### config.mk
export PLATFORM = sky130hd
export DESIGN_NAME = regfile_write_arbiter_flat
export DESIGN_NICKNAME = d
export VERILOG_FILES = /design/src/rtl/regfile_write_arbiter_pkg.sv /design/src/rtl/regfile_write_arbiter_if.sv /design/src/rtl/regfile_write_arbiter_rr_arbiter.sv /design/src/rtl/regfile_write_arbiter.sv /design/src/flat_wrapper.sv
export SDC_FILE = /design/constraint.sdc
export NUM_CORES = 1
export LEC_CHECK = 0
export BUFFER_PORTS_ARGS = -buffer_cell sky130_fd_sc_hd__buf_4
export CAP_MARGIN = 20
export CORE_MARGIN = 3
export CORE_UTILIZATION = 42
export DETAILED_ROUTE_END_ITERATION = 7
export MAX_ROUTING_LAYER = met4
export PLACE_DENSITY = 0.88
export SLEW_MARGIN = 20
export SYNTH_ARGS = -nofsm -noshare
export SYNTH_HDL_FRONTEND = slang
export SYNTH_SLANG_ARGS = --single-unit
### constraint.sdc
create_clock -name clk -period 1.64 [get_ports clk]
set_clock_uncertainty 0.2 [all_clocks]
set_input_delay 0.41 -clock clk [delete_from_list [all_inputs] [get_ports clk]]
set_output_delay 0.41 -clock clk [all_outputs]
set_load 0.01 [all_outputs]
### src/rtl/regfile_write_arbiter_pkg.sv
// Shared register-file definitions for the writeback arbiter.
// Optional feature macro used by this slice: REGARB_BYPASS_EN.
package regfile_pkg;

    localparam int REG_ADDR_W = 4;
    localparam int REG_DATA_W = 32;
    localparam int NUM_REGS   = 16;

    // One writeback request as seen by the register file.
    typedef struct packed {
        logic [REG_ADDR_W-1:0] addr;
        logic [REG_DATA_W-1:0] data;
    } wb_req_t;

    // Round-robin successor of index idx among n requesters.
    function automatic int rr_next(input int idx, input int n);
        return (idx + 1 >= n) ? 0 : idx + 1;
    endfunction

endpackage

### src/rtl/regfile_write_arbiter_if.sv
// Bus between the writeback requesters and the register-file write port.
// Handshake: a requester raises req_valid[i] with stable req_addr/req_data and
// keeps it raised; the write is accepted in the cycle where req_valid[i] and
// req_ready[i] are both 1, and appears on writeReg/writeData/regWrite one cycle later.
// With REGARB_BYPASS_EN defined the bus also carries the read-port forwarding signals.
interface regfile_write_arbiter_if #(
    parameter int NREQ   = 2,
    parameter int ADDR_W = regfile_pkg::REG_ADDR_W,
    parameter int DATA_W = regfile_pkg::REG_DATA_W
) ();
    import regfile_pkg::*;

    logic [NREQ-1:0]        req_valid;
    logic [NREQ-1:0]        req_ready;
    logic [NREQ*ADDR_W-1:0] req_addr;
    logic [NREQ*DATA_W-1:0] req_data;
    logic                   hold;
    logic [ADDR_W-1:0]      writeReg;
    logic [DATA_W-1:0]      writeData;
    logic                   regWrite;
`ifdef REGARB_BYPASS_EN
    logic [ADDR_W-1:0]      rd_addr1;
    logic [ADDR_W-1:0]      rd_addr2;
    logic                   fwd_hit1;
    logic                   fwd_hit2;
    logic [DATA_W-1:0]      fwd_data;

    modport master (
        output req_valid, req_addr, req_data, hold, rd_addr1, rd_addr2,
        input  req_ready, writeReg, writeData, regWrite, fwd_hit1, fwd_hit2, fwd_data
    );
    modport slave (
        input  req_valid, req_addr, req_data, hold, rd_addr1, rd_addr2,
        output req_ready, writeReg, writeData, regWrite, fwd_hit1, fwd_hit2, fwd_data
    );
`else
    modport master (
        output req_valid, req_addr, req_data, hold,
        input  req_ready, writeReg, writeData, regWrite
    );
    modport slave (
        input  req_valid, req_addr, req_data, hold,
        output req_ready, writeReg, writeData, regWrite
    );
`endif

endinterface

### src/rtl/regfile_write_arbiter_rr_arbiter.sv
// Combinational round-robin grant: first valid index at or after i_ptr,
// wrapping to the lowest valid index; nothing is granted while i_hold is set.
module rr_arbiter
    import regfile_pkg::*;
#(
    parameter  int NREQ  = 2,
    localparam int IDX_W = (NREQ > 1) ? $clog2(NREQ) : 1
) (
    input  logic [NREQ-1:0]  i_valid,
    input  logic [IDX_W-1:0] i_ptr,
    input  logic             i_hold,
    output logic [NREQ-1:0]  o_grant,
    output logic [IDX_W-1:0] o_idx,
    output logic             o_any
);

    logic             w_hi_found;
    logic             w_lo_found;
    logic [IDX_W-1:0] w_hi_idx;
    logic [IDX_W-1:0] w_lo_idx;

    // Split search: lowest valid index >= i_ptr wins, else lowest valid overall (wrap).
    always_comb begin
        w_hi_found = 1'b0;
        w_lo_found = 1'b0;
        w_hi_idx   = '0;
        w_lo_idx   = '0;
        for (int i = 0; i < NREQ; i++) begin
            if (i_valid[i]) begin
                if (!w_hi_found && (IDX_W'(i) >= i_ptr)) begin
                    w_hi_found = 1'b1;
                    w_hi_idx   = IDX_W'(i);
                end
                if (!w_lo_found) begin
                    w_lo_found = 1'b1;
                    w_lo_idx   = IDX_W'(i);
                end
            end
        end
    end

    // Final grant, one-hot on the selected index, suppressed by hold.
    always_comb begin
        o_any   = !i_hold && (w_hi_found || w_lo_found);
        o_idx   = w_hi_found ? w_hi_idx : w_lo_idx;
        o_grant = '0;
        for (int i = 0; i < NREQ; i++) begin
            o_grant[i] = o_any && (o_idx == IDX_W'(i));
        end
    end

endmodule

### src/rtl/regfile_write_arbiter.sv
// Writeback arbiter for the register file's single write port.
// NREQ requesters compete round-robin; the winner is registered and driven to
// the register file one cycle after acceptance.
// Optional feature macro: REGARB_BYPASS_EN adds same-cycle read forwarding
// from the output register (rd_addr1/2 -> fwd_hit1/2, fwd_data).
module regfile_write_arbiter
    import regfile_pkg::*;
#(
    parameter  int NREQ   = 2,
    parameter  int ADDR_W = REG_ADDR_W,
    parameter  int DATA_W = REG_DATA_W,
    localparam int IDX_W  = (NREQ > 1) ? $clog2(NREQ) : 1
) (
    input  logic                    clk,
    input  logic                    reset,
    regfile_write_arbiter_if.slave  bus,
    output logic [IDX_W-1:0]        dbg_rr_ptr
);

    logic [IDX_W-1:0]  r_rr_ptr;
    logic [ADDR_W-1:0] r_write_reg;
    logic [DATA_W-1:0] r_write_data;
    logic              r_reg_write;

    logic [NREQ-1:0]   w_grant;
    logic [IDX_W-1:0]  w_grant_idx;
    logic              w_grant_any;
    logic [NREQ-1:0]   w_ready;
    logic              w_accept;
    logic [ADDR_W-1:0] w_sel_addr;
    logic [DATA_W-1:0] w_sel_data;
    logic [IDX_W-1:0]  w_ptr_next;

    rr_arbiter #(.NREQ(NREQ)) u_rr_arbiter (
        .i_valid (bus.req_valid),
        .i_ptr   (r_rr_ptr),
        .i_hold  (bus.hold),
        .o_grant (w_grant),
        .o_idx   (w_grant_idx),
        .o_any   (w_grant_any)
    );

    // Ready is forced low while reset is held so nothing is accepted then.
    assign w_ready       = reset ? w_grant : '0;
    assign bus.req_ready = w_ready;
    assign w_accept      = |(bus.req_valid & w_ready);
    assign w_ptr_next    = IDX_W'(rr_next(int'(w_grant_idx), NREQ));

    // Pick the granted requester's address and data (grant is one-hot).
    always_comb begin
        w_sel_addr = '0;
        w_sel_data = '0;
        for (int i = 0; i < NREQ; i++) begin
            if (w_grant[i]) begin
                w_sel_addr = bus.req_addr[i*ADDR_W +: ADDR_W];
                w_sel_data = bus.req_data[i*DATA_W +: DATA_W];
            end
        end
    end

    // Output register and round-robin pointer; a pending write is dropped on reset.
    always_ff @(posedge clk or negedge reset) begin
        if (!reset) begin
            r_rr_ptr     <= '0;
            r_write_reg  <= '0;
            r_write_data <= '0;
            r_reg_write  <= 1'b0;
        end else begin
            r_reg_write <= w_accept;
            if (w_accept) begin
                r_write_reg  <= w_sel_addr;
                r_write_data <= w_sel_data;
                r_rr_ptr     <= w_ptr_next;
            end
        end
    end

    assign bus.writeReg  = r_write_reg;
    assign bus.writeData = r_write_data;
    assign bus.regWrite  = r_reg_write;
    assign dbg_rr_ptr    = r_rr_ptr;

`ifdef REGARB_BYPASS_EN
    // Forward the write being committed this cycle to matching readers.
    assign bus.fwd_hit1 = r_reg_write && (r_write_reg == bus.rd_addr1);
    assign bus.fwd_hit2 = r_reg_write && (r_write_reg == bus.rd_addr2);
    assign bus.fwd_data = r_write_data;
`endif

endmodule

### src/flat_wrapper.sv
// flat-port wrapper written by rule: the top's interface ports become plain ports
module regfile_write_arbiter_flat import regfile_pkg::*;
#(
    parameter  int NREQ   = 2,
    parameter  int ADDR_W = REG_ADDR_W,
    parameter  int DATA_W = REG_DATA_W,
    localparam int IDX_W  = (NREQ > 1) ? $clog2(NREQ) : 1
)
  (clk, reset, dbg_rr_ptr, bus_req_valid, bus_req_addr, bus_req_data, bus_hold, bus_req_ready, bus_writeReg, bus_writeData, bus_regWrite);
  regfile_write_arbiter_if #(.NREQ(NREQ), .ADDR_W(ADDR_W), .DATA_W(DATA_W)) bus_i ();
  input  logic clk;
  input  logic reset;
  output logic [IDX_W-1:0] dbg_rr_ptr;
  input wire logic [$bits(bus_i.req_valid)-1:0] bus_req_valid;
  input wire logic [$bits(bus_i.req_addr)-1:0] bus_req_addr;
  input wire logic [$bits(bus_i.req_data)-1:0] bus_req_data;
  input wire logic [$bits(bus_i.hold)-1:0] bus_hold;
  output wire logic [$bits(bus_i.req_ready)-1:0] bus_req_ready;
  output wire logic [$bits(bus_i.writeReg)-1:0] bus_writeReg;
  output wire logic [$bits(bus_i.writeData)-1:0] bus_writeData;
  output wire logic [$bits(bus_i.regWrite)-1:0] bus_regWrite;
  assign bus_i.req_valid = bus_req_valid;
  assign bus_i.req_addr = bus_req_addr;
  assign bus_i.req_data = bus_req_data;
  assign bus_i.hold = bus_hold;
  assign bus_req_ready = bus_i.req_ready;
  assign bus_writeReg = bus_i.writeReg;
  assign bus_writeData = bus_i.writeData;
  assign bus_regWrite = bus_i.regWrite;
  regfile_write_arbiter #(.NREQ(NREQ), .ADDR_W(ADDR_W), .DATA_W(DATA_W)) u_core (.clk(clk), .reset(reset), .bus(bus_i), .dbg_rr_ptr(dbg_rr_ptr));
endmodule
==> reports/metrics.cfg, run 1 <==
[die]
ioPinCount=117
initial_core_util_pct=44.97
dieArea_um2=5238
dieWidth_um=72.38
coreArea_um2=4115
rows=23
die_h_um=72.38

[worst_setup_path]
worstReg2RegStart=u_core.dbg_rr_ptr$_DFFE_PN0P_
crit_chain=nand2_1 -> and3_4 -> buf_6
path_class=reg -> out
r2r-end=u_core.bus.writeData[0]$_DFFE_PN0P_
slowest_delay_ns=0.42
end_kind=primary output
worstPathMaxFanout=4
startpoint_type=flop
r2r_cells=5
arrival_ns=1.05
required_ns=1.03
slowest_stage=dfrtp_1
path_buf_inv=1
path_delay_family=flip-flops
r2r_setup_slack_ns=0

[flow_run]
drv_cap=0

[placed_design]
dp_hpwl_um=4292
place_ws_ns=-0.08805
dpl-instance-area_um2=2808
port_buffers=116
routabilityCongestion=0.7681

[drt]
first_pass_iters=4
routed_via_density=5.984
wl_per_cell_um=18.93
num_vias=1873
drt-initial-drc-count=147
route.detailed.drc=0
ant_nets=0
routed_wl_um=5924

[synth]
synth_flop_cell=dfrtp_1
ys_types=15
ys_seq_area_share_pct=51.39
synth_top_area_share_pct=51.39
synthTopCellsByArea=dfrtp_1 51%, a221o_1 19%, and4b_1 19%, buf_6 2.4%, buf_2 1.6%
ys_ff_latch=38
syn_inst=138
yosys.area.top_type=dfrtp_1
yosys_warnings=0
syn_area_per_cell_um2=13.41
netlist_area_um2=1851
async_flop_share_pct=100.0
synth_edf_count=0
yosysMostFrequentCell=dfrtp_1
postSynthNetCount=215
synth_common_cells=38 x dfrtp_1, 36 x a221o_1, 36 x and4b_1, 7 x clkbuf_1, 6 x buf_2

[timing]
finalSetupViolations=4
hold_viol_final=0
whs_ns=0.1492
worst_slack_ns=-0.02448
finalCriticalPeriod_ns=1.664
finalCritPeriodShare_pct=101.5
relSlewSlack_pct=68.46
drv_slew=0
setup_tns_ns=-0.03397
tightest_slew_ns=0.4732
clock.fmax_ghz=0.6008
rsz0062_at_grt=yes

[power_and_ir_drop]
p_total_mw=2.790
p_leak_nw=1.572
max-vdd-ir-drop_uv=469.6
power-per-cell-area_nw_per_um2=943.1

[hold_path]
hold_path_startpoint=bus_req_data[31]
hold_path_depth=2
hold_path.class=in -> reg
holdPathEnd=u_core.bus.writeData[31]$_DFFE_PN0P_

[clocking]
clk_path_buf_depth=2
root_buffer=clkbuf_8
htreeDepth=2
cts_tree=yes
clock_latency_ns=0.28
clkSinkCount=38
cts.clk_slew.worst_paths_ns=0.07
cts_buffers=5

[cells_and_area]
layout-drive-gt1-share_pct=55.51
fill_cells=308
final_nets=339
n_antenna_cell=0
regArea_um2=950.9
syn_to_final_growth_pct=59.84
multi_input_area_um2=782.0
fin_area_um2=2958

[outcome]
status=complete, but fails checks
violations=negative setup slack

[global_routing]
grt_max_degree=39
grt_pass1_wl_um=9259
grt_usage_pct=23.46
grt_pass1_vias=1898
antenna_found_initial=0
grt.overflow.total=0

-- flip-flops by register name (all words and copies together), names as in the netlist --
| signal | count |
|---|---|
| u_core.bus.regWrite | 1 |
| u_core.bus.writeData | 32 |
| u_core.bus.writeReg | 4 |
| u_core.dbg_rr_ptr | 1 |
-- worst max path at each step --
stage,to,from,slack [ns],depth (start not counted)
finish,bus_req_ready[0],u_core.dbg_rr_ptr$_DFFE_PN0P_,-0.02,3
detailed placement,u_core.bus.writeData[28]$_DFFE_PN0P_,bus_req_valid[0],-0.09,5
global route,bus_req_ready[0],u_core.dbg_rr_ptr$_DFFE_PN0P_,-0.08,3
global placement,u_core.bus.writeReg[1]$_DFFE_PN0P_,bus_req_valid[0],-0.06,5
CTS,bus_req_ready[0],u_core.dbg_rr_ptr$_DFFE_PN0P_,-0.04,3
floorplan,u_core.bus.writeData[0]$_DFFE_PN0P_,reset,0.01,5
-- area by class of cell --
class | instances | share of cell area [%]
Tap cell | 50 | 2.115
Timing Repair Buffer | 136 | 36.08
Clock buffer | 7 | 2.919
Inverter | 1 | 0.1269
Sequential cell | 38 | 32.15
Clock inverter | 1 | 0.1692
Multi-Input combinational cell | 80 | 26.44
-- routing by layer --
metal	vias to the layer above	global-route usage (%)	part of all wire, %	routed length (um)
li1	834	-	-	-
met5	-	-	0	0
met4	0	6.148	1.4	80
met3	13	6.094	9.8	581
met1	915	30.21	41	2455
met2	111	37.01	47	2806
-- layout by cell type, fill, tap and decap left out --
cell type      count
buf_8              1
nor2b_4            1
inv_1              1
buf_12             2
dlygate4sd3_1      1
buf_6              3
and4b_1           36
nor2b_2            1
and3_4             1
nand2_1            2
o21ai_2            1
clkbuf_1           1
dfrtp_1           38
clkinv_2           1
nor2_1             1
clkbuf_8           6
a221o_1           36
buf_4            129
a21o_1             1
-- cell families after synthesis --
group | count (synthesis) | synth area share [%]
flip-flops | 38 | 51.39
AND/OR/NAND/NOR | 42 | 21.77
buffers and inverters | 20 | 6.491
AO/OA/AOI/OAI | 38 | 20.35
-- where the power goes --
group	switching [mW]	internal, mW	leakage, nW	total, mW
Clock	0.314	0.339	0.0482	0.653
Sequential	0.118	1.11	0.473	1.23
Combinational	0.351	0.556	1.05	0.906
Total	0.782	2.01	1.57	2.79
-- per-stage QoR --
stage,cells,utilization (%)
finish,313,71.88
detailed placement,300,68.23
global route,313,71.88
global placement,300,68.23
floorplan,138,-
CTS,313,71.69
-- repair_timing --
| action | in CTS | in global routing |
|---|---|---|
| setup buffers | 4 | 0 |
| gates cloned | 0 | 0 |
| hold buffers | 1 | 0 |
| endpoints found under the hold margin | 38 | 0 |
| resized for setup | 3 | 2 |
| setup endpoints to repair | 2 | 38 |
| pin swaps | 3 | 0 |
No activity file was read; power rests on OpenSTA's default activity.
==> inputs of run 2 (changes only) <==
==> constraint.sdc (replaced) <==
create_clock -name clk -period 1.64 [get_ports clk]
set_clock_uncertainty 0.2 [all_clocks]
set_input_delay 0 -clock clk [delete_from_list [all_inputs] [get_ports clk]]
set_output_delay 0 -clock clk [all_outputs]
set_load 0.01 [all_outputs]
==> run 2 against run 1 <==
  * The run now ends clean
  * Flip-flop and latch count is the same
  * Highest routed layer unchanged
  * Global-route usage grew 8.4 points
  * Sequential power is essentially flat
  * Register-to-register slack gained 0.03 ns
  * Combinational power grew 17%
  * Cell count grew 20%
  * Wire length grew 35%
  * Critical path type is now in -> reg
  * Power grew 4.3%
  * Die area is the same
  * Final area grew 22%
  * Non-clock buffer count grew 65
==> reports/metrics.cfg, run 2 (same netlist as run 1, synthesis figures left out) <==
[worst_setup_path]
worstReg2RegStart=u_core.dbg_rr_ptr$_DFFE_PN0P_
path_class=in -> reg
r2r_cells=4  ; -1
arrival_ns=1.58  ; +0.53 ns
r2r_setup_slack_ns=0.03  ; +0.03 ns
worstPathMaxFanout=27  ; +23
worstSetupStartpoint=reset
startpoint_type=input port
required_ns=1.60  ; +0.57 ns
end_kind=flop
endpoint=u_core.bus.writeData[0]$_DFFE_PN0P_
r2r-end=u_core.bus.writeData[24]$_DFFE_PN0P_

[timing]
finalCriticalPeriod_ns=1.615  ; -0.04958 ns
worst_slack_ns=0.02510  ; +0.04958 ns
tightest_slew_ns=0.4791  ; +0.005921 ns
rsz0062_at_grt=yes
drv_slew=0  ; unchanged
finalCritPeriodShare_pct=98.47  ; -3.0 points
relSlewSlack_pct=68.06  ; -0.39 points
finalSetupViolations=0  ; -4
clock.fmax_ghz=0.6192  ; +3.1%
hold_viol_final=0  ; unchanged

[hold_path]
hold_path_depth=5  ; +3
hold_path.class=in -> reg

[drt]
wl_met3_um=739  ; +27%
routed_via_density=5.846  ; -2.3%
drt-met1-wl_um=3007  ; +22%
ant_nets=0  ; unchanged
met2_length_um=4104  ; +46%
first_pass_iters=4  ; unchanged
routed_wl_um=7973  ; +35%
num_vias=2204  ; +18%
route.detailed.drc=0  ; unchanged
top_layer=met4
wl_per_cell_um=21.15  ; +12%
drt-initial-drc-count=256  ; +74%

[cells_and_area]
fin_area_um2=3607  ; +22%
largest_reg_flops=32  ; unchanged
final_nets=404  ; +19%
syn_to_final_growth_pct=94.93
layout_commonest_cell=buf_4
layout-drive-gt1-share_pct=41.90  ; -14 points
fill_cells=166  ; -46%
final_cell_mix=121 x buf_4, 74 x dlygate4sd3_1, 37 x dfrtp_1, 36 x and4b_1, 36 x a221o_1
n_antenna_cell=0  ; unchanged
final_cells=377  ; +20%

[power_and_ir_drop]
p_leak_nw=1.826  ; +16%
seqPwrFrac_pct=42.8  ; -1.3 points
p_sw_mw=0.8512  ; +8.8%
p_comb_share_pct=36.6  ; +4.1 points
p_total_mw=2.909  ; +4.3%
cellInternalPower_mw=2.057  ; +2.5%
power-per-cell-area_nw_per_um2=806.3  ; -15%
power.share.switching_pct=29.27  ; +1.2 points
max-vdd-ir-drop_uv=457.5  ; -2.6%
power.share.clock_pct=20.6  ; -2.8 points

[global_routing]
grt_pass1_vias=2315  ; +22%
grt.overflow.total=0  ; unchanged
antenna_found_initial=0  ; unchanged
grt_pass1_wl_um=12360  ; +34%
grt_max_degree=39  ; unchanged
grt_usage_pct=31.81  ; +8.4 points

[clocking]
cts.clk_slew.worst_paths_ns=0.07  ; about the same
post-cts-setup-buffers=0  ; -4
cts_tree=yes
root_buffer=clkbuf_8
clk_path_buf_depth=2  ; unchanged
clock_latency_ns=0.27  ; about the same
clkSinkCount=38  ; unchanged
htreeDepth=2  ; unchanged
cts_buffers=5  ; unchanged

[placed_design]
place_ws_ns=0.06859  ; +0.1566 ns
dp_hpwl_um=4315  ; +0.53%
dpl-instance-area_um2=2765  ; -1.5%
routabilityCongestion=0.7727  ; +0.60%
dpl.cell_count=296  ; -1.3%
port_buffers=116  ; unchanged

[die]
dieWidth_um=72.38  ; unchanged
dieArea_um2=5238  ; unchanged
initial_core_util_pct=44.97  ; unchanged
coreArea_um2=4115  ; unchanged
ioPinCount=117  ; unchanged
die_h_um=72.38  ; unchanged
rows=23  ; unchanged

[flow_run]
drv_cap=0  ; unchanged

[outcome]
status=finished, final reports clean

-- run 2: changes by cell type in the layout (fill, tap and decap cells not counted), sizes merged --
cell / previous run / this run
clkinv: 1 / 0
buf: 135 / 127
dlygate4sd3: 1 / 74
-- run 2: metrics by stage --
step | util (%) | TNS [ns] | hold slack [ns]
6_report | 87.66 | 0 | 0.03643
5_1_grt | 87.66 | -0.004614 | 0.04944
4_1_cts | 87.05 | 0 | 0.006440
3_5_place_dp | 67.19 | 0 | -0.1059
3_3_place_gp | 67.19 | 0 | -0.1174
2_1_floorplan | - | 0 | -0.4956
-- run 2: worst min path at each step --
stage                  start                                   end  slack [ns]
floorplan              reset         u_core.bus.regWrite$_DFF_PN0_       -0.50
global placement       reset  u_core.bus.writeData[20]$_DFFE_PN0P_       -0.12
detailed placement     reset  u_core.bus.writeData[20]$_DFFE_PN0P_       -0.11
CTS                 bus_hold         u_core.bus.regWrite$_DFF_PN0_       0.006
global route        bus_hold         u_core.bus.regWrite$_DFF_PN0_        0.05
finish              bus_hold         u_core.bus.regWrite$_DFF_PN0_        0.04
-- run 2: layout make-up --
type,count,area [um^2],area share (%)
timing repair buffer,201,1725,47.83
sequential,38,952.2,26.40
multi-input combinational,80,787.0,21.82
clock buffer,7,76.32,2.116
tap,50,62.56,1.734
inverter,1,3.754,0.1041
-- run 2: per-layer routing --
metal / vias up / global-route usage, %
met3: 12 / 8.310
met2: 128 / 54.60
met1: 1105 / 37.44
met4: 0 / 7.377
met5: - / -
li1: 959 / -
-- run 2: critical path: stages --
cell,delay [ns]
dlygate4sd3_1,0.57
buf_4,0.15
nor2b_4,0.13
and3_4,0.19
buf_12,0.16
a221o_1,0.37
-- run 2: power by group through the flow --
stage	Sequential (mW)	Clock (mW)	Combinational [mW]
final	1.25	0.600	1.06
after global routing	1.26	0.649	1.12
after CTS	1.23	0.609	1.02
after detailed placement	1.24	0	0.875
after global placement	1.24	0	0.848
after floorplan	1.31	0	0.290
-- run 2: timing repair --
item | in CTS | in global routing
hold buffers | 74 | 0
setup endpoints to repair | 0 | 14
resized for setup | 0 | 7
hold endpoints to repair | 75 | 0
